### config.mk
export PLATFORM = sky130hd
export DESIGN_NAME = alu_result_buffer
export DESIGN_NICKNAME = d
export VERILOG_FILES = /design/src/rtl/alu_result_buffer.sv
export SDC_FILE = /design/constraint.sdc
export NUM_CORES = 1
export LEC_CHECK = 0
export CAP_MARGIN = 15
export CORE_MARGIN = 4
export CORE_UTILIZATION = 25
export DETAILED_ROUTE_END_ITERATION = 8
export PLACE_DENSITY = 0.42
export SKIP_CTS_REPAIR_TIMING = 1
export SYNTH_ARGS = -nofsm -noshare
export SYNTH_HDL_FRONTEND = slang
export SYNTH_SLANG_ARGS = --single-unit
export TNS_END_PERCENT = 1
### constraint.sdc
create_clock -name clk -period 2.5 [get_ports clk]
set_input_delay 0.5 -clock clk [delete_from_list [all_inputs] [get_ports clk]]
set_output_delay 0.5 -clock clk [all_outputs]
set_load 0.02 [all_outputs]
### src/rtl/alu_result_buffer.sv
// FIFO buffer for ALU results, carrying the opcode tag and zero/negative flags per entry.
// Optional macro ALU_RES_PARITY_EN adds an out_parity output (XOR of the head result).
module alu_result_buffer #(
    parameter int DEPTH = 4,
    parameter int WIDTH = 32
) (
    input  logic             clk,
    input  logic             rst_n,
    input  logic             in_valid,
    output logic             in_ready,
    input  logic [WIDTH-1:0] in_result,
    input  logic [2:0]       in_op,
    output logic             out_valid,
    input  logic             out_ready,
    output logic [WIDTH-1:0] out_result,
    output logic [2:0]       out_op,
    output logic             out_zero,
    output logic             out_neg,
`ifdef ALU_RES_PARITY_EN
    output logic             out_parity,
`endif
    output logic [4:0]       level,
    output logic [15:0]      accept_cnt
);

    localparam int PTR_W = (DEPTH > 1) ? $clog2(DEPTH) : 1;
    localparam logic [4:0] LVL_FULL = 5'(DEPTH);

    function automatic logic calc_zero(input logic [WIDTH-1:0] value);
        return (value == '0);
    endfunction

    function automatic logic calc_neg(input logic [WIDTH-1:0] value);
        return value[WIDTH-1];
    endfunction

`ifdef ALU_RES_PARITY_EN
    function automatic logic calc_parity(input logic [WIDTH-1:0] value);
        return ^value;
    endfunction
`endif

    logic [WIDTH-1:0] res_mem  [DEPTH];
    logic [2:0]       op_mem   [DEPTH];
    logic [DEPTH-1:0] zero_mem;
    logic [DEPTH-1:0] neg_mem;
`ifdef ALU_RES_PARITY_EN
    logic [DEPTH-1:0] par_mem;
`endif

    logic [PTR_W-1:0] wr_ptr;
    logic [PTR_W-1:0] rd_ptr;
    logic             push;
    logic             pop;

    // Handshake depends on registered occupancy only.
    assign in_ready  = (level != LVL_FULL);
    assign out_valid = (level != 5'd0);
    assign push      = in_valid && in_ready;
    assign pop       = out_valid && out_ready;

    always_ff @(posedge clk or negedge rst_n) begin
        if (!rst_n) begin
            wr_ptr     <= '0;
            rd_ptr     <= '0;
            level      <= 5'd0;
            accept_cnt <= 16'd0;
        end else begin
            if (push) begin
                wr_ptr     <= wr_ptr + 1'b1;
                accept_cnt <= accept_cnt + 16'd1;
            end
            if (pop) begin
                rd_ptr <= rd_ptr + 1'b1;
            end
            if (push && !pop) begin
                level <= level + 5'd1;
            end else if (pop && !push) begin
                level <= level - 5'd1;
            end
        end
    end

    // Entry storage holds data only; validity is tracked by level, so no reset here.
    always_ff @(posedge clk) begin
        if (push) begin
            res_mem[wr_ptr]  <= in_result;
            op_mem[wr_ptr]   <= in_op;
            zero_mem[wr_ptr] <= calc_zero(in_result);
            neg_mem[wr_ptr]  <= calc_neg(in_result);
`ifdef ALU_RES_PARITY_EN
            par_mem[wr_ptr]  <= calc_parity(in_result);
`endif
        end
    end

    // Gating by out_valid keeps the head outputs at 0 while the buffer is empty.
    assign out_result = out_valid ? res_mem[rd_ptr] : '0;
    assign out_op     = out_valid ? op_mem[rd_ptr] : 3'd0;
    assign out_zero   = out_valid & zero_mem[rd_ptr];
    assign out_neg    = out_valid & neg_mem[rd_ptr];
`ifdef ALU_RES_PARITY_EN
    assign out_parity = out_valid & par_mem[rd_ptr];
`endif

endmodule
### Word-level counts from Yosys, hierarchy flattened

Memory sizes are Yosys's and may differ from the RTL's.
Index checks and enable logic that the tools add are counted.

| word-level totals | value |
|---|---|
| register bits after elaboration | 33 |
| RAM bits | 140 |
| output and inout port bits | 60 |
| word-level logic and storage cells | 43 |
| memories | 2 |

| operators by class | value |
|---|---|
| add/sub/neg operators | 5 |
| $lt $le $gt $ge | 3 |
| equality and inequality tests | 1 |
| muxes and demuxes | 14 |
| bitwise operators | 2 |
| reduce and logical (&&, ||, !) cells | 10 |

Memories:

| memory | depth | bits a word | rd ports | clocked after memory_dff | write ports | line | text |
|---|---|---|---|---|---|---|---|
| res_mem | 4 | 32 | 1 | 0 | 1 | 43 | `logic [WIDTH-1:0] res_mem [DEPTH];` |
| op_mem | 4 | 3 | 1 | 0 | 1 | 44 | `logic [2:0] op_mem [DEPTH];` |

Operator list:

| operator | count |
|---|---|
| logical NOT 32 bit | 1 |
| 2-to-1 mux 32 bit | 1 |
| adder 16 x 1 -> 16 bit, second input constant | 1 |
| 2-to-1 mux 5 bit | 2 |
| bitwise mux 4 bit | 2 |
| less-than comparator 2 x 3 -> 1 bit, second input constant | 2 |
| adder 5 x 1 -> 5 bit, second input constant | 1 |
| logical AND 1 bit | 5 |
| 2-to-1 mux 1 bit | 5 |
| inequality test 5 x 3 -> 1 bit, second input constant | 1 |
| nonzero test 5 bit | 1 |
| subtractor 5 x 1 -> 5 bit, second input constant | 1 |
| adder 2 x 1 -> 2 bit, second input constant | 2 |
| binary-select mux 1 bit (select 2 bit) | 2 |
| 2-to-1 mux 3 bit | 1 |
| bitwise AND 1 bit | 2 |
| demux 1 bit (select 2 bit) | 1 |
| greater-or-equal comparator 2 x 1 -> 1 bit, second input constant | 1 |
| logical NOT 1 bit | 2 |
| nonzero test 2 bit | 1 |

### Logic depth before layout (Yosys ltp)

| depth | value |
|---|---|
| depth in word-level cells | 6 |
| gate-level depth with buffers | 11 |
| depth with buffers taken out | 10 |

### Least setup slack after synthesis

No wires, ideal clock.

| path | value |
|---|---|
| kind | register -> register |
| start point | register level[0] |
| end point | register level[4] |
| setup time | 136 ps |
| data arrival time | 2691 ps |
| data required time | 2364 ps |
| path slack | -328 ps |
| stages on the path, launching flop included | 11 |
| clock period less this slack | 2828 ps |
| path through | dfrtp_1 -> nor4_1 -> nand2_1 -> clkbuf_1 -> nand2_1 -> ha_1 -> inv_1 -> fa_1 -> a21o_1 -> a2111oi_0 -> o31ai_1 |

| between the ends | value |
|---|---|
| longest elaborated chain between the ends | 5 |
| elaborated cells between the ends (all ways) | 13 |
| classes of those cells | 2 x add/sub; 1 x eq/ne; 2 x mux; 8 x reduce/logical |

RTL lines:

| element | line | text |
|---|---|---|
| from (decl) | 22 | `output logic [4:0] level,` |
| from (signal assigned) | 77 | `level <= level + 5'd1;` |
| from (signal assigned) | 79 | `level <= level - 5'd1;` |
| parallel branches: the longest is 5 deep, another holds subtractor 5 x 1 -> 5 bit | n/a |  |

Several ways; the timed one is not identified. The select of a mux whose other input is x is not followed.
A chain may end at the register's enable or synchronous reset.

### Worst setup path in the final report

| path | value |
|---|---|
| start point | register rd_ptr[0] |
| end point | output port out_neg |

| between the ends | value |
|---|---|
| longest elaborated chain between the ends | 3 |

RTL lines:

| element | line | text |
|---|---|---|
| from (decl) | 52 | `logic [PTR_W-1:0] rd_ptr;` |
| from (signal assigned) | 74 | `rd_ptr <= rd_ptr + 1'b1;` |
| binary-select mux 1 bit (select 2 bit) | 101 | `assign out_neg = out_valid & neg_mem[rd_ptr];` |
| 2-to-1 mux 1 bit (not written as such) | 101 |  |
| bitwise AND 1 bit | 101 |  |
| to (decl) | 18 | `output logic out_neg,` |

Every way passes these cells. The select of a mux whose other input is x is not followed.

==> run metrics <==
status complete, but fails checks; failing checks negative setup slack; die area 30000 um2; worst endpoint data arrival time 2.11 ns; grt peak-use layer met2; number of global-route vias before repair 4207; CTS tree yes; CTS root buf clkbuf_16; top-area cell type share of the netlist area 0.634; Multi-input gate area 1830 um2; Worst Skew 0.0153 ns; share of cells above drive strength 1 0.302; CTS max path bufs 2; Layout area overhead 34.8%; number of top-level pins 99; Worst-Skew Late Latency 0.43 ns; most common cell in the netlist edfxtp_1; PwrDens 1210 nW/um2; DRT Pass-1 Iters 4; Post-synth EDFFs 144; Avg Cell Area, Syn 18.8 um2; M3 GR Usage 0.0315; Storage cell area 4950 um2; final slew viol count 0; Vias 3807; Net Count, Synth 412; final hold violations 0; first-pass GRT wire length 25.2 mm; initial antenna violation count 1; final worst-path cycle share 1.04; Crit path largest cell delay 0.47 ns; Seq cells post-synth 169; Mapped Cells 363; initial DRC count 170; Port Buffers 98; Post-DP HPWL 10.4 mm; endpoints failing setup 3; Hold WC Path Type primary input to async pin; crit-path cells buf_12 -> buf_8 -> buf_4 -> mux4_2 -> and2_1 -> dlymetal6s2s_1; TritonCTS buffer count 17; dpl cell area 8540 um2; row cnt 60; GRT Resource Usage Total 0.110; Setup WS pre-CTS -0.178 ns; DIE WIDTH 173 um; GR met2 Demand/Resource 0.183; fmax 0.383 GHz; Vias/cell 4.39; total gr overflow 0; Worst Path Max Fanout 12; Cell Count, Final, Fillers Out 867; sequential fraction of the synthesis area 0.725; post-placement cell count 819; clk sinks 169; cell area after synthesis 6820 um2; Crit Path Class flip-flop to output port; Remaining DRCs 0; Slew headroom 0.616; M1 GR Usage 0.141; top cells by area, synth edfxtp_1 (63%), mux4_2 (12%), dfrtp_1 (9.2%), and2_1 (3.7%), ha_1 (1.7%); final instance area 9200 um2; static power due to leakage 3.36 nW; fill count 2640; YS warnings 0; CP endpoint kind output port; antenna viol nets, final 0; Routed WL 16.2 mm; Async S/R FF share, synth 0.148; overall power 11.1 mW; wire per inst 18.7 um; post-route minimum period 2.61 ns; Slowest-stage cell, CP mux4_2; # diodes 0; Worst Tran Pin Value 0.576 ns; Yosys cell types 34; height of the die 173 um; worst hold margin 0.450 ns; Setup WS post-layout -0.108 ns; max_cap viols 0; largest net degree at the start of global routing 29; Final TNS setup -0.247 ns; CP startpoint kind flip-flop; core area 26900 um2; post-synth top area cell edfxtp_1; maximum vdd drop 0.000421 V; Initial Util 0.254; RSZ-0062 raised after global routing true; Synth top cells by count edfxtp_1 (144), and2_1 (40), mux4_2 (36); Worst Path Required 2.00 ns; Util after Layout 0.342; CTS clk-pin slew, worst paths 0.07 ns; top_reg_cell synth edfxtp_1; H-tree levels 4; GP Congestion 0.711; # nets final 562
cell families after synthesis:
kind of cell	Yosys count	synth area share
DFF	169	0.725
and+or+nand+nor	90	0.0763
muxes	39	0.124
buffers and inverters	22	0.0158
xor gates and xnor gates	21	0.0270
AOI/OAI and AO/OA	12	0.0125
adders and majority gates	10	0.0194
area by class of cell:
cell class | instances | share of cell area
Clock buffer | 18 | 0.0466
Clock inverter | 14 | 0.0106
Inverter | 6 | 0.00272
Multi-Input combinational cell | 172 | 0.199
Sequential cell | 169 | 0.539
Tap cell | 341 | 0.0464
Timing Repair Buffer | 147 | 0.156
report_power, final:
group	leakage [nW]	internal [mW]	switching (mW)
Clock	0.254	1.27	1.11
Combinational	1.49	2.42	2.35
Sequential	1.62	3.71	0.274
registers in the layout (all words and copies together), names as in the netlist:
register,flops
res_mem,125
op_mem,12
neg_mem,3
wr_ptr,2
level,5
rd_ptr,2
accept_cnt,16
zero_mem,4
critical path: cells and delay by family (launching register included):
kind / cells / cell delay, ns
buf+inv: 4 / 0.61
mux: 1 / 0.47
simple gates: 1 / 0.19
flops: 1 / 0.42
layer usage:
layer,routed length [um],vias to the layer above
li1,-,1730
met1,7320,1975
met2,7990,84
met3,680,16
met4,182,2
met5,13,-
placed cells by master (no fill, tap or decap), drive strengths merged:
| master | count |
|---|---|
| a21boi | 1 |
| nor3 | 10 |
| nand4 | 6 |
| or4 | 1 |
| and2 | 40 |
| nor2 | 3 |
| edfxtp | 144 |
| dfrtp | 25 |
| clkbuf | 22 |
| buf | 64 |
| inv | 10 |
| nand3 | 6 |
| dlymetal6s2s | 19 |
| xnor2 | 10 |
| xor2 | 11 |
| a21oi | 2 |
| nor3b | 1 |
| nand2 | 11 |
| a2111oi | 1 |
| a21o | 2 |
| ha | 9 |
| mux2 | 2 |
| fa | 1 |
| and4 | 2 |
| o21ai | 4 |
| o31ai | 1 |
| clkdlybuf4s50 | 60 |
| o2111ai | 1 |
| clkinv | 8 |
| mux2i | 1 |
| nor4 | 10 |
| clkinvlp | 2 |
| mux4 | 36 |
final timing paths:
check                                from        endpoint  slack (ns)  depth (start not counted)
max                             rd_ptr[0]         out_neg       -0.11                          6
min                                 rst_n  accept_cnt[12]        0.45                          2
max reg2reg                      level[1]        level[4]        0.07                         10
min reg2reg                accept_cnt[15]  accept_cnt[15]        0.47                          1
max in group asynchronous           rst_n       rd_ptr[0]        1.75                          2
min in group clk           accept_cnt[15]  accept_cnt[15]        0.47                          1
Note: power is estimated with default switching activity, not from simulation.
